<file path="config.mk">
export PLATFORM = sky130hd
export DESIGN_NAME = amp_spi_responder
export DESIGN_NICKNAME = d
export VERILOG_FILES = /design/src/rtl/amp_pkg.sv /design/src/rtl/amp_edge_sync.sv /design/src/rtl/amp_spi_responder.sv
export SDC_FILE = /design/constraint.sdc
export NUM_CORES = 1
export LEC_CHECK = 0
export CAP_MARGIN = 20
export CORE_UTILIZATION = 59
export DETAILED_ROUTE_END_ITERATION = 7
export PLACE_DENSITY = 0.79
export SETUP_SLACK_MARGIN = 0.2
export SYNTH_ARGS = -nofsm -noshare
export SYNTH_HDL_FRONTEND = slang
export SYNTH_SLANG_ARGS = --single-unit
export TNS_END_PERCENT = 20
</file>
<file path="constraint.sdc">
create_clock -name CLK50MHZ -period 3.3 [get_ports CLK50MHZ]
set_clock_uncertainty 0.15 [all_clocks]
set_input_delay 0.66 -clock CLK50MHZ [delete_from_list [all_inputs] [get_ports CLK50MHZ]]
set_output_delay 0.66 -clock CLK50MHZ [all_outputs]
set_load 0.005 [all_outputs]
</file>
<file path="src/rtl/amp_pkg.sv">
// ---------------------------------------------------------------------------
// amp_pkg
//
// Shared constants and types for the preamplifier SPI responder.
//   WIDTH      bits per gain word (channel B in the upper nibble, A in the lower)
//   GAIN_W     width of one channel gain code
//   B_/A_ MSB/LSB  nibble positions of the two channel gains in a word
//   CNT_W      width of the received-bit counter (saturates at CNT_MAX)
//   FULL_CNT   number of received bits that makes a frame complete
//   amp_state_t  responder state machine encoding
//   GAIN_*     named gain codes of the amplifier
// ---------------------------------------------------------------------------
package amp_pkg;

  localparam int WIDTH  = 8;
  localparam int GAIN_W = 4;

  localparam int B_MSB = 7;
  localparam int B_LSB = 4;
  localparam int A_MSB = 3;
  localparam int A_LSB = 0;

  localparam int CNT_W = 4;
  localparam logic [CNT_W-1:0] CNT_MAX  = 4'd15;
  localparam logic [CNT_W-1:0] FULL_CNT = 4'd8;

  typedef enum logic {
    IDLE  = 1'b0,
    SHIFT = 1'b1
  } amp_state_t;

  localparam logic [GAIN_W-1:0] GAIN_0    = 4'd0;
  localparam logic [GAIN_W-1:0] GAIN_M1   = 4'd1;
  localparam logic [GAIN_W-1:0] GAIN_M100 = 4'd7;

  // Bit counter increment that sticks at CNT_MAX so very long daisy-chain
  // frames never wrap back into the "short frame" range.
  function automatic logic [CNT_W-1:0] sat_inc(input logic [CNT_W-1:0] cnt);
    return (cnt == CNT_MAX) ? cnt : cnt + 1'b1;
  endfunction

endpackage

</file>
<file path="src/rtl/amp_edge_sync.sv">
// ---------------------------------------------------------------------------
// amp_edge_sync
//
// Multi-stage synchronizer for one asynchronous pin followed by an edge
// register. The level and the rise/fall flags are registered together, so a
// flag and the synchronized level of any other amp_edge_sync instance refer
// to the same pin sample. Flags appear SYNC_STAGES+1 clocks after the pin edge.
//
// Parameters:
//   SYNC_STAGES  flip-flops in the synchronizer chain (2 or more)
//   RESET_VAL    idle value of the pin, loaded into the whole chain on reset
// Ports:
//   clk    system clock
//   rst_n  asynchronous active-low reset
//   din    asynchronous pin
//   level  synchronized pin level
//   rise   one-cycle pulse on a synchronized low-to-high transition
//   fall   one-cycle pulse on a synchronized high-to-low transition
// ---------------------------------------------------------------------------
module amp_edge_sync #(
  parameter int   SYNC_STAGES = 2,
  parameter logic RESET_VAL   = 1'b0
) (
  input  logic clk,
  input  logic rst_n,
  input  logic din,
  output logic level,
  output logic rise,
  output logic fall
);

  logic [SYNC_STAGES-1:0] chain;
  logic [SYNC_STAGES:0]   fill;
  logic                   sampled;

  assign sampled = chain[SYNC_STAGES-1];

  // The fill register marks when the chain holds real pin samples instead of
  // reset values. Until then no edge is reported, so a pin that sits away
  // from its idle value across reset release is not mistaken for an edge.
  always_ff @(posedge clk or negedge rst_n) begin
    if (!rst_n) begin
      chain <= {SYNC_STAGES{RESET_VAL}};
      fill  <= '0;
      level <= RESET_VAL;
      rise  <= 1'b0;
      fall  <= 1'b0;
    end else begin
      chain <= {chain[SYNC_STAGES-2:0], din};
      fill  <= {fill[SYNC_STAGES-1:0], 1'b1};
      level <= sampled;
      rise  <= fill[SYNC_STAGES] &  sampled & ~level;
      fall  <= fill[SYNC_STAGES] & ~sampled &  level;
    end
  end

endmodule

</file>
<file path="src/rtl/amp_spi_responder.sv">
// ---------------------------------------------------------------------------
// amp_spi_responder
//
// SPI slave model of the programmable preamplifier. SCK, CS and MOSI are
// oversampled on the system clock; gain words are shifted in MSB first while
// the previously latched word is shifted out on amp_dout. On CS rising the
// last 8 received bits become the channel B (upper nibble) and channel A
// (lower nibble) gains. Shutdown forces both gains to zero.
//
// Parameters:
//   WIDTH        shift register width (8 for a single amplifier word)
//   SYNC_STAGES  synchronizer depth for every input pin (2 or more)
// Ports:
//   CLK50MHZ     system clock
//   RST          asynchronous active-low reset
//   spi_sck      serial clock from the master, idle low
//   spi_mosi     serial data from the master
//   amp_cs       chip select, active low
//   amp_shdn     shutdown, active high
//   amp_dout     serial data back to the master (shift register MSB)
//   gain_a       latched channel A gain code
//   gain_b       latched channel B gain code
//   gain_update  one-cycle pulse when a complete word is latched
//   frame_err    one-cycle pulse when a frame ends with 1..7 bits
//   busy         high while a frame is in progress
// ---------------------------------------------------------------------------
module amp_spi_responder #(
  parameter int WIDTH       = amp_pkg::WIDTH,
  parameter int SYNC_STAGES = 2
) (
  input  logic                      CLK50MHZ,
  input  logic                      RST,
  input  logic                      spi_sck,
  input  logic                      spi_mosi,
  input  logic                      amp_cs,
  input  logic                      amp_shdn,
  output logic                      amp_dout,
  output logic [amp_pkg::GAIN_W-1:0] gain_a,
  output logic [amp_pkg::GAIN_W-1:0] gain_b,
  output logic                      gain_update,
  output logic                      frame_err,
  output logic                      busy
);

  import amp_pkg::*;

  logic sck_level_unused;
  logic sck_rise;
  logic sck_fall;
  logic cs_level_unused;
  logic cs_rise;
  logic cs_fall;
  logic mosi_s;
  logic mosi_rise_unused;
  logic mosi_fall_unused;

  logic [SYNC_STAGES-1:0] shdn_chain;
  logic                   shdn_s;

  amp_state_t       state;
  logic [WIDTH-1:0] shift_reg;
  logic [CNT_W-1:0] bit_cnt;

  logic [WIDTH-1:0] sr_next;
  logic [CNT_W-1:0] cnt_next;
  logic [WIDTH-1:0] load_word;

  amp_edge_sync #(
    .SYNC_STAGES (SYNC_STAGES),
    .RESET_VAL   (1'b0)
  ) u_sync_sck (
    .clk   (CLK50MHZ),
    .rst_n (RST),
    .din   (spi_sck),
    .level (sck_level_unused),
    .rise  (sck_rise),
    .fall  (sck_fall)
  );

  amp_edge_sync #(
    .SYNC_STAGES (SYNC_STAGES),
    .RESET_VAL   (1'b1)
  ) u_sync_cs (
    .clk   (CLK50MHZ),
    .rst_n (RST),
    .din   (amp_cs),
    .level (cs_level_unused),
    .rise  (cs_rise),
    .fall  (cs_fall)
  );

  amp_edge_sync #(
    .SYNC_STAGES (SYNC_STAGES),
    .RESET_VAL   (1'b0)
  ) u_sync_mosi (
    .clk   (CLK50MHZ),
    .rst_n (RST),
    .din   (spi_mosi),
    .level (mosi_s),
    .rise  (mosi_rise_unused),
    .fall  (mosi_fall_unused)
  );

  // Shutdown is a level, so a plain synchronizer chain is enough.
  always_ff @(posedge CLK50MHZ or negedge RST) begin
    if (!RST) begin
      shdn_chain <= '0;
    end else begin
      shdn_chain <= {shdn_chain[SYNC_STAGES-2:0], amp_shdn};
    end
  end

  assign shdn_s    = shdn_chain[SYNC_STAGES-1];
  assign load_word = WIDTH'({gain_b, gain_a});

  // Shift-register and counter values including this cycle's SCK sample.
  // Frame evaluation uses these, so a sample arriving together with the CS
  // rise still counts toward the frame.
  always_comb begin
    sr_next  = shift_reg;
    cnt_next = bit_cnt;
    if (sck_rise) begin
      sr_next  = {shift_reg[WIDTH-2:0], mosi_s};
      cnt_next = sat_inc(bit_cnt);
    end
  end

  // Responder state machine. IDLE waits for CS to fall and preloads the
  // current gains for read-back; SHIFT samples on SCK rise, presents the next
  // MSB on SCK fall, and judges the frame length when CS rises. Shutdown
  // overrides any gain write at the bottom of the block.
  always_ff @(posedge CLK50MHZ or negedge RST) begin
    if (!RST) begin
      state       <= IDLE;
      shift_reg   <= '0;
      bit_cnt     <= '0;
      amp_dout    <= 1'b0;
      gain_a      <= GAIN_0;
      gain_b      <= GAIN_0;
      gain_update <= 1'b0;
      frame_err   <= 1'b0;
      busy        <= 1'b0;
    end else begin
      gain_update <= 1'b0;
      frame_err   <= 1'b0;

      case (state)
        IDLE: begin
          if (cs_fall) begin
            shift_reg <= load_word;
            bit_cnt   <= '0;
            amp_dout  <= load_word[WIDTH-1];
            busy      <= 1'b1;
            state     <= SHIFT;
          end
        end

        SHIFT: begin
          shift_reg <= sr_next;
          bit_cnt   <= cnt_next;
          if (sck_fall) begin
            amp_dout <= shift_reg[WIDTH-1];
          end
          if (cs_rise) begin
            busy  <= 1'b0;
            state <= IDLE;
            if (cnt_next >= FULL_CNT) begin
              if (!shdn_s) begin
                gain_b      <= sr_next[B_MSB:B_LSB];
                gain_a      <= sr_next[A_MSB:A_LSB];
                gain_update <= 1'b1;
              end
            end else if (cnt_next != '0) begin
              frame_err <= 1'b1;
            end
          end
        end

        default: begin
          state <= IDLE;
        end
      endcase

      if (shdn_s) begin
        gain_a <= GAIN_0;
        gain_b <= GAIN_0;
      end
    end
  end

endmodule

</file>
# Word level (Yosys, flattened, before mapping)
# Cells that the tools add are included.
totals:
  regBits: 46
  in_bits: 6
op_classes:
  mux: 32
  magnitude_cmp: 1
  bitwise_logic: 13
  n_eq_ne: 4
  n_reduce_logical: 7
  add_sub_neg: 1
ops:
  columns: ["operator", "count"]
  rows:
  - ["two-way mux 4 bit", 11]
  - ["two-way mux 8 bit", 2]
  - ["case mux 8 bit (2 select lines)", 1]
  - ["two-way mux 1 bit", 14]
  - ["AND 1 bit", 8]
  - ["case mux 4 bit (2 select lines)", 1]
  - ["!= test 2 x 1 -> 1 bit (second input constant)", 3]
  - ["case mux 1 bit (2 select lines)", 3]
  - ["nonzero test 2 bit", 3]
  - ["inverter 1 bit", 5]
  - ["adder 4 x 1 -> 4 bit (second input constant)", 1]
  - ["equality test 4 bit (second input constant)", 1]
  - ["greater-or-equal comparator 4 bit (second input constant)", 1]
  - ["AND reduction 2 bit", 2]
  - ["nonzero test 4 bit", 1]
  - ["AND reduction 3 bit", 1]

# Depth between registers and ports, before layout
depth:
  depth_word: 8
  mapped_depth: 5
  depth_no_buf: 5

# Modules after synthesis
# A second synthesis with hierarchy kept.
hier_totals:
  hier_cells: 157
  area_unflattened_um2: 1990.7
by_module_without_submodules:
  columns: ["module", "instances", "cells_per_inst", "seq_area_each_um2", "area_each_um2"]
  rows:
  - ["amp_spi_responder", 1, 124, 675.6, 1322.5]
  - ["amp_edge_sync (u_sync_mosi ...)", 2, 11, 200.2, 221.5]
  - ["amp_edge_sync (u_sync_cs)", 1, 11, 203.9, 225.2]

# Least setup slack after synthesis
# Ideal clock, no wire load.
synth_path:
  kind: "register to register"
  startpoint: "reg bit_cnt[0]"
  endpoint: "reg gain_a[0] (netlist bit)"
  arrival_ns: 1.422
  stages_incl_launch_ff: 6
  path_slack_ns: 1.592
  path_buffers: 0
  t_required_ns: 3.014
  setup_ns: 0.136
  path_cell_list: "dfrtp_1 -> ha_1 -> and2b_1 -> or3_4 -> nand2_2 -> a211oi_1"
synth_between:
  elab_chain_cells: 6
  elab_cells_between_ends: 7
synth_rtl:
  columns: ["item", "line", "rtl"]
  rows:
  - ["from (decl)", "amp_spi_responder.sv:62", "logic [CNT_W-1:0] bit_cnt;"]
  - ["from (signal assigned)", "amp_spi_responder.sv:160", "bit_cnt <= cnt_next;"]
  - ["adder 4 x 1 -> 4 bit / equality test 4 bit (equally long branches)", "amp_pkg.sv:39", "return (cnt == CNT_MAX) ? cnt : cnt + 1'b1;"]
  - ["two-way mux 4 bit", "amp_pkg.sv:39", null]
  - ["two-way mux 4 bit *", "amp_spi_responder.sv:122", "if (sck_rise) begin"]
  - ["greater-or-equal comparator 4 bit *", "amp_spi_responder.sv:167", "if (cnt_next >= FULL_CNT) begin"]
  - ["nonzero test 2 bit (no source line) *", null, null]
  - ["AND reduction 3 bit (no source line) *", null, null]
  - ["to (signal assigned)", "amp_spi_responder.sv:170", "gain_a <= sr_next[A_MSB:A_LSB];"]
  - ["to (decl)", "amp_spi_responder.sv:38", "output logic [amp_pkg::GAIN_W-1:0] gain_a,"]
# Every way passes the cells marked *; elsewhere a longest branch is shown, timed or not.
# A chain may end at the register's enable or synchronous reset.

# Final worst setup path
layout_path:
  startpoint: "reg state"
  endpoint: "reg gain_b[0] (netlist bit)"
layout_between:
  elab_chain_cells: 2
layout_rtl:
  columns: ["item", "line", "rtl"]
  rows:
  - ["from (decl)", "amp_spi_responder.sv:60", "amp_state_t state;"]
  - ["from (signal assigned)", "amp_spi_responder.sv:134", "state <= IDLE;"]
  - ["from (signal assigned)", "amp_spi_responder.sv:154", "state <= SHIFT;"]
  - ["from (signal assigned)", "amp_spi_responder.sv:166", "state <= IDLE;"]
  - ["nonzero test 2 bit (no source line)", null, null]
  - ["AND reduction 3 bit (no source line)", null, null]
  - ["to (signal assigned)", "amp_spi_responder.sv:169", "gain_b <= sr_next[B_MSB:B_LSB];"]
  - ["to (decl)", "amp_spi_responder.sv:39", "output logic [amp_pkg::GAIN_W-1:0] gain_b,"]
# No other way between the ends.

==> key figures <==
Global routing
  – Initial antenna violation count: 0
  – All-Layer GR Usage: 22.13%
  – Met2 usage: 34.18%
  – First-pass GRT wire length: 5326 microns
  – Pin count of the biggest net entering global routing: 44
  – Total gr overflow: 0
  – Met1 usage: 31.49%
  – Number of global-route vias before repair: 1130
  – Met3 Use GR: 4.839%
  – GRT busiest layer: met2

CTS
  – Clock sinks: 43
  – Root buffer cell: clkbuf_4
  – Hold Buf Count CTS: 0
  – Worst skew pair latency: 340 ps
  – Clk slew on worst S/H paths: 130 ps
  – CTS Buf Count: 5
  – Post-CTS Setup Repair Bufs: 0
  – CTS tree: built
  – H-tree Lvls: 2
  – Post_cts resized: 0
  – Longest Clk Path Bufs: 2

Drt
  – Pre-antenna DRT Iters: 6
  – Routed wire length per instance: 16.09 microns
  – Final wirelength: 3137 microns
  – DR vias: 1174
  – Via-per-instance ratio: 6.021
  – Initial DRC count: 45
  – DRT antenna net count: 0
  – Drt drc: 3

Final layout
  – Final net count: 170
  – Register area: 1080 sq um
  – Max FFs per register: 8
  – Most frequent cells in the layout: dfrtp_1, a211oi_1, clkdlybuf4s50_1
  – Synthesis-to-finish area growth: 13.70%
  – N_diodes: 0
  – Layout fillers: 209
  – Layout cells sized above 1: 10.37%
  – Multi-input logic area: 643.1 sq um
  – Most common cell after layout, fill and taps aside: dfrtp_1

Yosys
  – Syn Std Cell Area: 1772 sq um
  – Sequential area share after synthesis: 60.95%
  – Yosys cell types: 36
  – Top post-synthesis cells by area: dfrtp_1, a211oi_1, mux2i_1
  – Number of synthesized register bits: 43
  – Mean Syn Cell Area: 12.05 sq um
  – Post-synth top area share: 56.50%
  – Post-synth net total: 154
  – Leading area contributor after synthesis: dfrtp_1
  – Synthesis Warnings: 0
  – Post-Syn Instances: 147

Worst setup path
  – CP endpoint kind: flop
  – CP arrival: 2300 ps
  – CP cell instances: nand2_1 > nor3_4 > nor3_1 > a211oi_1
  – Slowest cell on crit path: dfrtp_1
  – Critical-path maximum fanout: 26
  – Startpoint types: flop
  – Worst Path Class, Setup: flop to flop
  – Worst path max stage delay: 890 ps
  – Worst Path Required: 3400 ps

Pwr
  – Pleak: 0.8548 nW
  – Power per cell area: 608.0 nW/um^2
  – Pwr Total: 1.225 mW
  – Worst VDD drop: 0.0004222 V

Place
  – PortBufs: 17
  – Dpl hpwl: 2140 microns
  – Placer Congestion: 0.7960

STA
  – FMAX: 453.2 MHz
  – Pins Over Slew Limit: 0
  – RSZ-0062 raised after global routing: false
  – Hold slack final: 210.3 ps
  – Final setup fails: 0
  – Fin crit share: 66.86%
  – Setup TNS: 0 ps
  – Min Clock Period, post-route: 2207 ps
  – Slew HR: 38.90%
  – Slew @ Worst Pin: 916.4 ps
  – Fin. Hold Viols: 0

Floorplan
  – Core area: 2805 sq um
  – Die W: 56.80 microns
  – Full die area: 3226 sq um
  – Initial Util: 63.16%
  – IO Pins: 18
  – Chip height: 56.80 microns
  – Rows: 19

Outcome
  – Violated checks: DRC
  – Outcome: complete, but fails checks

Min path
  – HP Class: flop to flop

Flow run
  – Max_cap viols: 0
-- synthesized netlist by cell type --
library cell	instances
o211a_1	1
buf_2	2
a31oi_2	1
ha_1	1
dfrtp_1	40
clkbuf_1	4
or3_1	1
conb_1	1
dfstp_2	3
or3_4	1
and2b_1	1
inv_1	4
nor3_4	1
a21boi_0	1
xnor2_1	1
nand4_1	1
a311oi_1	1
clkbuf_2	1
o31ai_1	1
nand2_2	1
mux2i_1	10
and3b_1	2
a221oi_1	1
and2_1	1
nand4_4	1
nor3_1	8
a21oi_1	12
o22ai_1	3
nor2_1	6
nand2b_1	2
nand2_1	6
and4_1	1
a211oi_1	17
nor2b_1	7
buf_1	1
a21o_1	1
-- final cells by class --
type                            count  area share (%)
Sequential cell                    43           53.60
Multi-Input combinational cell     92           31.93
Timing Repair Buffer               17           8.199
Clock buffer                        7           3.230
Tap cell                           31           1.925
Inverter                            4          0.7453
Clock inverter                      1          0.3727
-- where the power goes --
group          switching, mW  internal [mW]
Clock                  0.155          0.125
Sequential            0.0994          0.609
Combinational          0.113          0.123
-- worst max-delay path: cells and delay by family (launching register included) --
family          cells  cell delay [ps]
compound gates      1              270
flops               1              890
simple gates        3              820
-- through the flow --
stage	cells	util [%]	worst slack (ps)	area [sq um]
5_1_grt	195	71.81	917.4	2014
2_1_floorplan	147	-	1592	1772
3_3_place_gp	187	69.22	1278	1942
6_report	195	71.81	1093	2014
4_1_cts	195	71.81	1129	2014
3_5_place_dp	187	69.22	1154	1942
-- per-layer routing --
metal	vias to the layer above	routed length, microns
li1	561	-
met1	586	1448
met2	23	1536
met3	4	119
met4	0	31
met5	-	0
-- logic make-up (layout without fill, tap and decap cells) --
group | Yosys count | count (layout) | synth area share [%]
compound gates | 39 | 39 | 15.18
xor+xnor | 1 | 1 | 0.4944
fa+ha+maj | 1 | 1 | 0.7061
buf+inv | 12 | 29 | 2.753
flops | 43 | 43 | 60.95
mux | 10 | 10 | 5.650
other cells | 1 | 1 | 0.2117
simple gates | 40 | 40 | 14.05
-- path summary, 6_finish.rpt --
path                       slack (ps)                          end  cells after the start                           start
max reg2reg                      1090        gain_b[0]$_DFFE_PN0P_                      4                 state$_DFF_PN0_
max in group asynchronous        2140  u_sync_mosi.level$_DFF_PN0_                      1                             RST
min in group asynchronous         290     shift_reg[5]$_DFFE_PN0P_                      1                             RST
min reg2reg                       210  u_sync_mosi.level$_DFF_PN0_                      0  u_sync_mosi.chain[1]$_DFF_PN0_
max                              1090        gain_b[0]$_DFFE_PN0P_                      4                 state$_DFF_PN0_
min                               210  u_sync_mosi.level$_DFF_PN0_                      0  u_sync_mosi.chain[1]$_DFF_PN0_
(Power assumes the default switching activity.)
==> edit: new RTL, same settings <==
`RESET_VAL` is set to 1'b0 in 3 places; all go to 1'b1.
--- a/src/rtl/amp_edge_sync.sv
+++ b/src/rtl/amp_edge_sync.sv
@@ -21,3 +21,3 @@
   parameter int   SYNC_STAGES = 2,
-  parameter logic RESET_VAL   = 1'b0
+  parameter logic RESET_VAL   = 1'b1
 ) (
--- a/src/rtl/amp_spi_responder.sv
+++ b/src/rtl/amp_spi_responder.sv
@@ -69,3 +69,3 @@
     .SYNC_STAGES (SYNC_STAGES),
-    .RESET_VAL   (1'b0)
+    .RESET_VAL   (1'b1)
   ) u_sync_sck (
@@ -93,3 +93,3 @@
     .SYNC_STAGES (SYNC_STAGES),
-    .RESET_VAL   (1'b0)
+    .RESET_VAL   (1'b1)
   ) u_sync_mosi (
Behaviour: no difference found for any inputs over 10 cycles, from zero or initial values and one cycle with RST low; that may be too few to reach the edited logic, so the function may still have changed.
==> edit against the original RTL <==
- the run still ends with design-rule violations left
- routed wire length rose by 2.2%
- final area rose by 0.37%
- sequential power barely moved
- die area rose by 0.41%
- sequential cell count did not move
- setup slack improved by 45 ps
- synthesized cell count did not move
- utilization rose by 0.27 points
- area after synthesis rose by 0.42%
- total power rose by 0.53%
- non-clock buffer count did not move
- first-iteration DRC count rose by 56%
- highest routed layer unchanged
==> edit: results (changes against the original RTL) <==
- R2R Path End: gain_b[2]
- CP Max Fanout: 26 (unchanged)
- Fill count: 215 (+2.9%)
- Hold path startpoint: u_sync_cs.fill[1]
- Global-route wire length before repair: 5420 µm (+1.8%)
- R2r startpoint: state
- Postcts setup bufs: 0 (unchanged)
- Routability cong.: 0.795 (about the same)
- Outcome: finished with violations
- Worst reg2reg setup slack: 1140 ps (+40 ps)
- Hold WC Path Type: register to register
- Register area share after synthesis: 61.1% (+0.16 points)
- Via total after detailed routing: 1190 (+1.4%)
- Slew HR: 40.1% (+1.1 points)
- # diodes: 0 (unchanged)
- Violation count after the first detailed-route iteration: 70 (+56%)
- DRC Markers: 2 (-1)
- Clk Tree Root Cell: clkbuf_4
- Initial antenna violation count: 0 (unchanged)
- Synth top cells by count: 34 x dfrtp_1, 17 x a211oi_1, 12 x a21oi_1
- H-tree depth: 2 (unchanged)
- Ys async rst share: 100% (unchanged)
- Nets: 170 (unchanged)
- P_leak: 0.000848 µW (-0.80%)
- Layout cells sized above 1: 14.0% (+3.7 points)
- Largest register FFs: 8 (unchanged)
- GRT Total Usage: 22.9% (+0.75 points)
- Count of distinct cell types in the synthesized netlist: 36 (unchanged)
- Post-CTS sizing: 0 (unchanged)
- Worst Reg2Reg Path Length in Cells: 4 (unchanged)
- Ranking of synthesized cells by area: dfrtp_1 48%, dfstp_2 13%, a211oi_1 7.2%, mux2i_1 5.6%, a21oi_1 3.4%
- Hold Path Stages: 0 (unchanged)
- Sink of the worst hold path: u_sync_cs.fill[2]
- DP HPWL: 2200 µm (+2.9%)
- Maximum clock path buffer count: 2 (unchanged)
- IO Port Bufs: 17 (unchanged)
- Clock Pin Slew Worst Setup and Hold Paths: 110 ps (-20 ps)
- Syn nets: 154 (unchanged)
- Worst VDD drop: 0.368 mV (-13%)
- Clock buffer count from CTS: 5 (unchanged)
- Largest net degree at the start of global routing: 44 (unchanged)
- Worst Path Arrival: 2230 ps (-70 ps)
- Failing checks: design-rule violations
- Drt first pass iters: 6 (unchanged)
- Yosys Warn Count: 0 (unchanged)
- WL final: 3210 µm (+2.2%)
- Vias in the first global route: 1165 (+3.1%)
- Worst-Skew Late Latency: 350 ps
edit: metal layers:
layer	global-route usage (%)	share of wire, %
met1	30.9	43
met2	33.9	48
met3	7.60	6.6
met4	10.5	1.9
met5	0	0
edit: worst max-delay path by stage:
| stage | slack, ps | start | cells after the start | to |
|---|---|---|---|---|
| after global placement | 1280 | state | 4 | gain_a[3] |
| final | 1140 | state | 4 | gain_b[2] |
| after detailed placement | 1160 | state | 4 | gain_b[0] |
| after floorplan | 1590 | bit_cnt[0] | 5 | gain_a[0] |
| after CTS | 1170 | state | 4 | gain_b[2] |
| after global routing | 980 | state | 4 | gain_b[2] |
edit: power breakdown:
part,internal (µW),switching [µW],leakage (µW)
logic,123,113,0.000291
registers,613,98.6,0.000520
clock network,125,160,0.0000375
total,860,371,0.000848
edit: metrics by stage:
step,setup slack (ps),hold slack (ps),std cells,cell area (µm²),total power (µW)
after CTS,1170,218,195,2020,1240
after global routing,976,220,195,2020,1310
after detailed placement,1160,193,187,1950,958
after floorplan,1590,181,147,1780,869
final,1140,212,195,2020,1230
after global placement,1280,182,187,1950,937
edit: final cells by class:
type | instances | area share, %
inverters | 4 | 0.743
clock buffers | 7 | 3.22
flip-flops and latches | 43 | 53.8
clock inverters | 1 | 0.371
well taps | 31 | 1.92
multi-input cells | 92 | 31.8
repair buffers | 17 | 8.17
edit: logic make-up after synthesis:
group	after synthesis	share of synthesized area [%]
flip-flops	43	61.1
AND/OR/NAND/NOR	40	14.0
AO/OA/AOI/OAI	39	15.1
buffers and inverters	12	2.74
multiplexers	10	5.63
adder cells (fa/ha/maj)	1	0.703
other	1	0.211
XOR/XNOR	1	0.492
edit: worst max-delay path, stage by stage (launching register included):
cell and delay, ps:
dfrtp_1 870, nand2_1 290, or3_4 460, nand2_2 160
a211oi_1 100
